===== src/rtl/mem_arb_pkg.sv =====
// Shared encodings for the icache/dcache memory arbiter.
// The optional round-robin mode is selected with MEM_ARB_RR_EN.
package mem_arb_pkg;

  typedef enum logic [1:0] {
    IDLE = 2'd0,
    BUSY = 2'd1,
    RESP = 2'd2
  } state_e;

  localparam logic OWN_I = 1'b0;
  localparam logic OWN_D = 1'b1;

  localparam logic [1:0] WS_BYTE = 2'd0;
  localparam logic [1:0] WS_HALF = 2'd1;
  localparam logic [1:0] WS_WORD = 2'd2;

  // Reserved width code 3 goes out on the bus as a plain word access.
  function automatic logic [1:0] norm_ws(input logic [1:0] ws);
    return (ws == 2'd3) ? WS_WORD : ws;
  endfunction

endpackage


===== src/rtl/mem_arb_pick.sv =====
// Combinational winner selection for the memory arbiter.
// MEM_ARB_RR_EN: alternate on ties; otherwise dcache priority with starvation override.
module mem_arb_pick
  import mem_arb_pkg::*;
#(
  parameter int STARVE_LIMIT = 4,
  parameter int CNT_W        = 4
) (
  input  logic             icache_req_i,
  input  logic             dcache_req_i,
  input  logic [CNT_W-1:0] starve_cnt_i,
  input  logic             last_i,
  output logic             grant_o,
  output logic             winner_o
);

  assign grant_o = icache_req_i | dcache_req_i;

`ifdef MEM_ARB_RR_EN
  logic unused_cnt;
  assign unused_cnt = ^starve_cnt_i;

  always_comb begin
    winner_o = OWN_D;
    if (icache_req_i && dcache_req_i) begin
      winner_o = (last_i == OWN_D) ? OWN_I : OWN_D;
    end else if (icache_req_i) begin
      winner_o = OWN_I;
    end
  end
`else
  logic unused_last;
  logic starved;
  assign unused_last = last_i;
  assign starved     = icache_req_i && (starve_cnt_i >= CNT_W'(STARVE_LIMIT));

  always_comb begin
    winner_o = OWN_I;
    if (dcache_req_i && !starved) begin
      winner_o = OWN_D;
    end
  end
`endif

endmodule


===== src/rtl/mem_arbiter.sv =====
// Shares one memory port between the icache and dcache requesters.
// MEM_ARB_RR_EN switches tie-breaking from dcache priority to round-robin.
module mem_arbiter
  import mem_arb_pkg::*;
#(
  parameter int STARVE_LIMIT = 4,
  parameter int CNT_W        = 4
) (
  input  logic        clock,
  input  logic        reset,
  input  logic [31:0] icache_addr,
  input  logic        icache_req,
  output logic [31:0] icache_data,
  output logic        icache_rdy,
  input  logic [31:0] dcache_addr,
  input  logic [31:0] dcache_wdata,
  input  logic [1:0]  dcache_ws,
  input  logic        dcache_req,
  input  logic        dcache_wr,
  output logic [31:0] dcache_rdata,
  output logic        dcache_rdy,
  output logic [31:0] mem_addr,
  output logic [31:0] mem_wdata,
  output logic [1:0]  mem_ws,
  output logic        mem_wr,
  output logic        mem_req,
  input  logic [31:0] mem_rdata,
  input  logic        mem_rdy
);

  state_e           state_q, state_d;
  logic             owner_q, owner_d;
  logic [CNT_W-1:0] starve_cnt_q, starve_cnt_d;
  logic [31:0]      mem_addr_q, mem_addr_d, mem_wdata_q, mem_wdata_d;
  logic [1:0]       mem_ws_q, mem_ws_d;
  logic             mem_wr_q, mem_wr_d, mem_req_q, mem_req_d;
  logic [31:0]      icache_data_q, icache_data_d, dcache_rdata_q, dcache_rdata_d;
  logic             icache_rdy_q, icache_rdy_d, dcache_rdy_q, dcache_rdy_d;
  logic             grant, winner;

  function automatic logic [CNT_W-1:0] sat_inc(input logic [CNT_W-1:0] v);
    return (v == {CNT_W{1'b1}}) ? v : v + CNT_W'(1);
  endfunction

  // owner_q doubles as the last-winner record for round-robin.
  mem_arb_pick #(
    .STARVE_LIMIT(STARVE_LIMIT),
    .CNT_W       (CNT_W)
  ) u_pick (
    .icache_req_i(icache_req),
    .dcache_req_i(dcache_req),
    .starve_cnt_i(starve_cnt_q),
    .last_i      (owner_q),
    .grant_o     (grant),
    .winner_o    (winner)
  );

  always_ff @(posedge clock or negedge reset) begin
    if (!reset) state_q <= IDLE;
    else        state_q <= state_d;
  end

  always_comb begin
    state_d = state_q;
    case (state_q)
      IDLE:    if (grant) state_d = BUSY;
      BUSY:    if (mem_rdy) state_d = RESP;
      RESP:    state_d = IDLE;
      default: state_d = IDLE;
    endcase
  end

  always_comb begin
    owner_d        = owner_q;
    starve_cnt_d   = starve_cnt_q;
    mem_addr_d     = mem_addr_q;
    mem_wdata_d    = mem_wdata_q;
    mem_ws_d       = mem_ws_q;
    mem_wr_d       = mem_wr_q;
    mem_req_d      = mem_req_q;
    icache_data_d  = icache_data_q;
    dcache_rdata_d = dcache_rdata_q;
    icache_rdy_d   = 1'b0;
    dcache_rdy_d   = 1'b0;
    case (state_q)
      IDLE: begin
        if (grant) begin
          owner_d   = winner;
          mem_req_d = 1'b1;
          if (winner == OWN_D) begin
            mem_addr_d  = dcache_addr;
            mem_wdata_d = dcache_wdata;
            mem_ws_d    = norm_ws(dcache_ws);
            mem_wr_d    = dcache_wr;
`ifndef MEM_ARB_RR_EN
            if (icache_req) starve_cnt_d = sat_inc(starve_cnt_q);
`endif
          end else begin
            mem_addr_d   = icache_addr;
            mem_wdata_d  = 32'd0;
            mem_ws_d     = WS_WORD;
            mem_wr_d     = 1'b0;
            starve_cnt_d = '0;
          end
        end
      end
      BUSY: begin
        if (mem_rdy) begin
          mem_req_d = 1'b0;
          if (owner_q == OWN_D) begin
            dcache_rdata_d = mem_rdata;
            dcache_rdy_d   = 1'b1;
          end else begin
            icache_data_d = mem_rdata;
            icache_rdy_d  = 1'b1;
          end
        end
      end
      default: ;
    endcase
  end

  always_ff @(posedge clock or negedge reset) begin
    if (!reset) begin
      owner_q        <= OWN_I;
      starve_cnt_q   <= '0;
      mem_addr_q     <= '0;
      mem_wdata_q    <= '0;
      mem_ws_q       <= '0;
      mem_wr_q       <= 1'b0;
      mem_req_q      <= 1'b0;
      icache_data_q  <= '0;
      dcache_rdata_q <= '0;
      icache_rdy_q   <= 1'b0;
      dcache_rdy_q   <= 1'b0;
    end else begin
      owner_q        <= owner_d;
      starve_cnt_q   <= starve_cnt_d;
      mem_addr_q     <= mem_addr_d;
      mem_wdata_q    <= mem_wdata_d;
      mem_ws_q       <= mem_ws_d;
      mem_wr_q       <= mem_wr_d;
      mem_req_q      <= mem_req_d;
      icache_data_q  <= icache_data_d;
      dcache_rdata_q <= dcache_rdata_d;
      icache_rdy_q   <= icache_rdy_d;
      dcache_rdy_q   <= dcache_rdy_d;
    end
  end

  assign mem_addr     = mem_addr_q;
  assign mem_wdata    = mem_wdata_q;
  assign mem_ws       = mem_ws_q;
  assign mem_wr       = mem_wr_q;
  assign mem_req      = mem_req_q;
  assign icache_data  = icache_data_q;
  assign icache_rdy   = icache_rdy_q;
  assign dcache_rdata = dcache_rdata_q;
  assign dcache_rdy   = dcache_rdy_q;

endmodule


===== config.mk =====
export PLATFORM = sky130hd
export DESIGN_NAME = mem_arbiter
export DESIGN_NICKNAME = d
export VERILOG_FILES = /design/src/rtl/mem_arb_pkg.sv /design/src/rtl/mem_arb_pick.sv /design/src/rtl/mem_arbiter.sv
export SDC_FILE = /design/constraint.sdc
export NUM_CORES = 1
export LEC_CHECK = 0
export BUFFER_PORTS_ARGS = -buffer_cell sky130_fd_sc_hd__buf_2
export CORE_UTILIZATION = 34
export DETAILED_ROUTE_END_ITERATION = 10
export SYNTH_ARGS = -nofsm -noshare
export SYNTH_HDL_FRONTEND = slang
export SYNTH_HIERARCHICAL = 1
export SYNTH_SLANG_ARGS = --single-unit

===== constraint.sdc =====
create_clock -name clock -period 1.7 [get_ports clock]
set_input_delay 0.17 -clock clock [delete_from_list [all_inputs] [get_ports clock]]
set_output_delay 0.17 -clock clock [all_outputs]
set_load 0.02 [all_outputs]

---- Yosys cells after proc, flatten, opt, wreduce, memory -nomap -nowiden ----
Index checks and enable logic that the tools add are counted.
word-level totals
  flip-flop bits (word level) ............. 141
  bits in latches ......................... 0
  RAM bits ................................ 0
  ROM bits ................................ 0
  bits of input ports ..................... 136
  output and inout bits ................... 134
  logic and storage cells ................. 55
  memories kept ........................... 0
cells by class
  add/sub/neg operators ................... 1
  multipliers ............................. 0
  div/mod/pow operators ................... 0
  magnitude comparators ................... 1
  eq/ne operators ......................... 7
  shift operators ......................... 0
  muxes and demuxes ....................... 21
  bitwise operators ....................... 2
  reduce and logical (&&, ||, !) cells .... 11
operators by type and width
  kind                                                                   count
  32-bit 2-to-1 mux                                                      2
  4-bit 2-to-1 mux                                                       3
  1-bit 2-to-1 mux                                                       10
  3-bit AND reduction                                                    3
  2-bit 2-to-1 mux                                                       4
  2-bit inequality test, second input constant                           4
  4-bit by 1-bit adder with 4-bit output, second input constant          1
  4-bit == test, second input constant                                   1
  4-bit by 3-bit >= comparator with 1-bit output, second input constant  1
  2-bit case mux with 2 select lines                                     1
  2-bit AND reduction                                                    2
  4-bit AND reduction                                                    1
  2-bit by 1-bit == test with 1-bit output, second input constant        1
  2-bit == test, second input constant                                   1
  1-bit logical AND                                                      2
  2-bit logical NOT                                                      1
  1-bit case mux with 2 select lines                                     1
  2-bit nonzero test                                                     1
  1-bit logical NOT                                                      1
  1-bit inverter                                                         1
  1-bit OR                                                               1

---- Longest topological paths before layout ----
  word-level depth ........................ 7
  depth in mapped cells ................... 7
  mapped depth without buffers ............ 5

---- Hierarchy ----
Netlist, hierarchy kept.
by module, submodules not included
  module        times used  cells an instance  area each (um^2)  sequential area each (um^2)
  mem_arbiter   1           470                5632.9            3528.4
  mem_arb_pick  1           3                  17.5              0.0

---- Worst setup path after synthesis ----
OpenSTA, ideal clock, no wires.
  path type ............................... reg2reg
  start ................................... register starve_cnt_q[3]
  end ..................................... register mem_wdata_q[0], in the netlist mem_wdata[0]
  arrival ................................. 1.462 ns
  required time ........................... 1.634 ns
  path slack .............................. 0.172 ns
  cell stages (with the launch flop) ...... 8
  path buffers ............................ 3
  period minus slack after synthesis ...... 1.528 ns
  cells stage by stage .................... dfrtp_1 -> o21ai_1 -> and2_1 -> buf_2 -> buf_2 -> clkbuf_1 -> nand3_1 -> nand2_1
between the ends
  word-level cells in the longest chain between the ends .. 6
ends and longest elaborated chain
  item                                            RTL line            text
  start: declaration                              mem_arbiter.sv:33   logic [CNT_W-1:0] starve_cnt_q, starve_cnt_d;
  start signal: assignment                        mem_arbiter.sv:138  starve_cnt_q <= starve_cnt_d;
  4-bit by 3-bit >= comparator with 1-bit output  mem_arb_pick.sv:35  assign starved = icache_req_i && (starve_cnt_i >= CNT_W'(STARVE_LIMIT));
  1-bit logical AND                               mem_arb_pick.sv:35
  1-bit logical NOT                               mem_arb_pick.sv:39  if (dcache_req_i && !starved) begin
  1-bit logical AND                               mem_arb_pick.sv:39
  1-bit 2-to-1 mux                                mem_arb_pick.sv:39
  via winner                                      mem_arbiter.sv:39   logic grant, winner;
  32-bit 2-to-1 mux                               mem_arbiter.sv:90   if (winner == OWN_D) begin
  end signal: assignment                          mem_arbiter.sv:140  mem_wdata_q <= mem_wdata_d;
  end: declaration                                mem_arbiter.sv:34   logic [31:0] mem_addr_q, mem_addr_d, mem_wdata_q, mem_wdata_d;
The timed path passes the listed nets, and every way through them passes these cells.
A chain may end at the register's enable or synchronous reset.

---- Final worst setup path ----
  start ................................... register state_q[1]
  end ..................................... register icache_data_q[16], in the netlist icache_data[16]
between the ends
  word-level cells in the longest chain between the ends .. 2
ends and longest elaborated chain
  item                                      RTL line            text
  start: declaration                        mem_arbiter.sv:31   state_e state_q, state_d;
  start signal: assignment                  mem_arbiter.sv:60   else state_q <= state_d;
  2-bit by 1-bit == test with 1-bit output  mem_arbiter.sv:85   case (state_q)
  3-bit AND reduction (no line)             n/a
  end signal: assignment                    mem_arbiter.sv:144  icache_data_q <= icache_data_d;
  end: declaration                          mem_arbiter.sv:37   logic [31:0] icache_data_q, icache_data_d, dcache_rdata_q, dcache_rdata_d;
No other way between the ends.

==> impl_metrics.env <==
export IMPL_finalSetupTns_ps=0
export IMPL_hp_start="mem_rdata[2]"
export IMPL_worstSetupPathType="reg2reg"
export IMPL_syn_num_nets=610
export IMPL_final_nets=933
export IMPL_antenna_found_initial=0
export IMPL_insertion_delay_ps=410
export IMPL_grt_ovfl_total=0
export IMPL_cts_buffers=17
export IMPL_post_dp_hpwl_mm=10.9
export IMPL_endpoint_kind="flip-flop"
export IMPL_clock_fmax_ghz=0.654
export IMPL_synth_cell_type_count=30
export IMPL_startpoint="state_q[1]"
export IMPL_cts_setup_buffers=0
export IMPL_cp_data_required_time_ps=2000
export IMPL_htreeDepth=4
export IMPL_cts_root_buf="clkbuf_16"
export IMPL_via_per_inst=4.66
export IMPL_syn_inst=473
export IMPL_drtPass1Iterations=4
export IMPL_path_max_fanout=33
export IMPL_syn_cell_area_sq_um=5650
export IMPL_drc_errors=0
export IMPL_p_per_area_nw_per_um2=1840
export IMPL_cp_start_kind="flip-flop"
export IMPL_post_route_period_util_pct=89.9
export IMPL_relSlewSlack_pct=75.3
export IMPL_ir_worst_vdd_mv=0.792
export IMPL_drt_wirelength_per_cell_um=14.8
export IMPL_grt_max_degree=84
export IMPL_layout_drive_gt1_share_pct=47.3
export IMPL_seq_power_share_pct=36.8
export IMPL_ant_nets=0
export IMPL_hold_ws_ps=11.2
export IMPL_cap_violations=0
export IMPL_grt_first_pass_wirelength_mm=23.8
export IMPL_grt_pass1_vias=4799
export IMPL_switching_power_mw=5.95
export IMPL_port_buffers=269
export IMPL_cellLeakagePower_nw=4.40
export IMPL_core_area_sq_um=16100
export IMPL_p_int_mw=9.50
export IMPL_clock_power_share_pct=23.6
export IMPL_setup_viol=0
export IMPL_cts_sink_count=141
export IMPL_num_vias=4772
export IMPL_clkTransAtPathRegs_ps=60
export IMPL_syn_mean_instance_area_sq_um=11.9
export IMPL_r2r_start="state_q[1]"
export IMPL_comb_power_share_pct=39.6
export IMPL_diodes=0
export IMPL_initial_core_util_pct=35.2
export IMPL_status="finished, final reports clean"
export IMPL_skew_ps=14.9
export IMPL_die_w_um=131
export IMPL_hold_path_class="in2reg"
export IMPL_place_congestion=0.755
export IMPL_min_period_ps=1530
export IMPL_switching_share_pct=38.5
export IMPL_dr_first_iter_drc_count=158
export IMPL_clockBufferDepth=2
export IMPL_area_growth_pct=49.0
export IMPL_ios=270
export IMPL_cts_tree="done"
export IMPL_ys_ff_latch=141
export IMPL_reg2reg_slack_ps=170
export IMPL_drt_wl_total_mm=15.2
export IMPL_slew_viol_final=0
export IMPL_row_count=46
export IMPL_die_y_um=131
export IMPL_grt_usage_pct=18.2
export IMPL_critPathArrivalTime_ps=1820
export IMPL_dieArea_sq_um=17100
export IMPL_hold_viol_final=0
export IMPL_worst_pin_slew_ps=370
export IMPL_rsz0062_at_grt="no"
export IMPL_yosysSeqAreaShare_pct=62.4
export IMPL_yosys_warnings=6
==> Yosys cell counts, drive strengths merged <==
cell / n / share of area [%]
a211oi: 1 / 0.13
a21oi: 3 / 0.27
a221o: 2 / 0.35
a2bb2oi: 1 / 0.16
a31oi: 1 / 0.11
and2: 2 / 0.22
and3: 1 / 0.11
buf: 20 / 1.9
clkbuf: 10 / 0.66
dfrtp: 141 / 62
ha: 1 / 0.22
inv: 2 / 0.13
mux2: 64 / 13
mux2i: 32 / 5.7
nand2: 109 / 7.2
nand2b: 1 / 0.11
nand3: 35 / 3.1
nand3b: 1 / 0.13
nand4: 1 / 0.11
nand4b: 1 / 0.16
nor2: 4 / 0.31
nor2b: 1 / 0.11
nor3b: 2 / 0.27
o21ai: 35 / 3.1
or2: 1 / 0.11
or3b: 1 / 0.16
==> timing repair <==
| action | 4_1_cts | 5_1_grt |
|---|---|---|
| endpoints found under the hold margin | 96 | 1 |
| resized for setup | 0 | 0 |
| hold buffers | 50 | 1 |
==> path summary, 6_finish.rpt <==
| path | endpoint | depth (start not counted) |
|---|---|---|
| max | icache_data[16] | 4 |
| max in group asynchronous | dcache_rdata[7] | 3 |
| min in group asynchronous | icache_data[23] | 2 |
| min reg2reg | mem_wdata[24] | 2 |
| min | icache_data[2] | 2 |
| max reg2reg | icache_data[16] | 4 |
==> through the flow <==
step | worst slack (ps) | util [%] | std cells | total power [mW] | instance area [sq um]
finish | 172 | 52.4 | 1024 | 15.5 | 8420
global route | 92.3 | 52.4 | 1024 | 16.5 | 8420
CTS | 187 | 52.4 | 1023 | 15.6 | 8410
detailed placement | 194 | 45.6 | 942 | 11.8 | 7320
global placement | 225 | 45.6 | 942 | 11.7 | 7320
floorplan | 172 | - | 473 | 9.41 | 5650
==> sequential cells by signal (all words and copies together), names as in the netlist <==
name	cells
dcache_rdata	32
dcache_rdy	1
icache_data	32
icache_rdy	1
mem_addr	32
mem_req	1
mem_wdata	32
mem_wr	1
mem_ws	2
owner_q	1
starve_cnt_q	4
state_q	2
==> cell usage in the layout (no fill, tap or decap), drive strengths merged, types with 3 or more instances in the layout <==
cell,count
a21oi,3
clkinv,5
nand2,109
mux2,64
dfrtp,141
nand3,35
buf,283
clkbuf,19
o21ai,35
inv,4
clkinvlp,3
dlygate4sd3,51
nor2,4
mux2i,32
==> power by group through the flow <==
stage / registers [mW] / logic (mW) / clock network [mW]
6_report: 5.68 / 6.13 / 3.65
3_5_place_dp: 5.72 / 6.12 / 0
5_1_grt: 5.90 / 6.69 / 3.90
4_1_cts: 5.69 / 6.20 / 3.74
3_3_place_gp: 5.67 / 5.99 / 0
2_1_floorplan: 7.52 / 1.89 / 0
==> layer usage <==
| layer | track usage (%) | routed length [um] | vias to the layer above |
|---|---|---|---|
| li1 | - | - | 2258 |
| met1 | 21.2 | 6210 | 2299 |
| met2 | 31.2 | 7520 | 198 |
| met3 | 5.54 | 1170 | 17 |
| met4 | 7.51 | 272 | 0 |
| met5 | 0 | 0 | - |
==> area by class of cell <==
cell class | instances | area (sq um)
tap | 216 | 270
timing repair buffer | 334 | 2040
sequential | 141 | 3530
multi-input combinational | 300 | 1980
fill | 1442 | 7640
clock buffer | 19 | 453
clock inverter | 12 | 136
inverter | 2 | 7.51
==> logic make-up (layout without fill, tap and decap cells) <==
family,after synthesis,in the layout,share of synthesized area [%]
buffers and inverters,32,367,2.66
multiplexers,96,96,18.4
AO/OA/AOI/OAI,43,43,4.12
flip-flops,141,141,62.4
adder cells (fa/ha/maj),1,1,0.221
AND/OR/NAND/NOR,160,160,12.1
==> worst max-delay path: stages (launching register included) <==
cell and delay, ps:
dfrtp_1 420, nand3b_1 220, nor2_2 150, buf_12 220, mux2_2 360
Power figures use the tool's default switching activity.
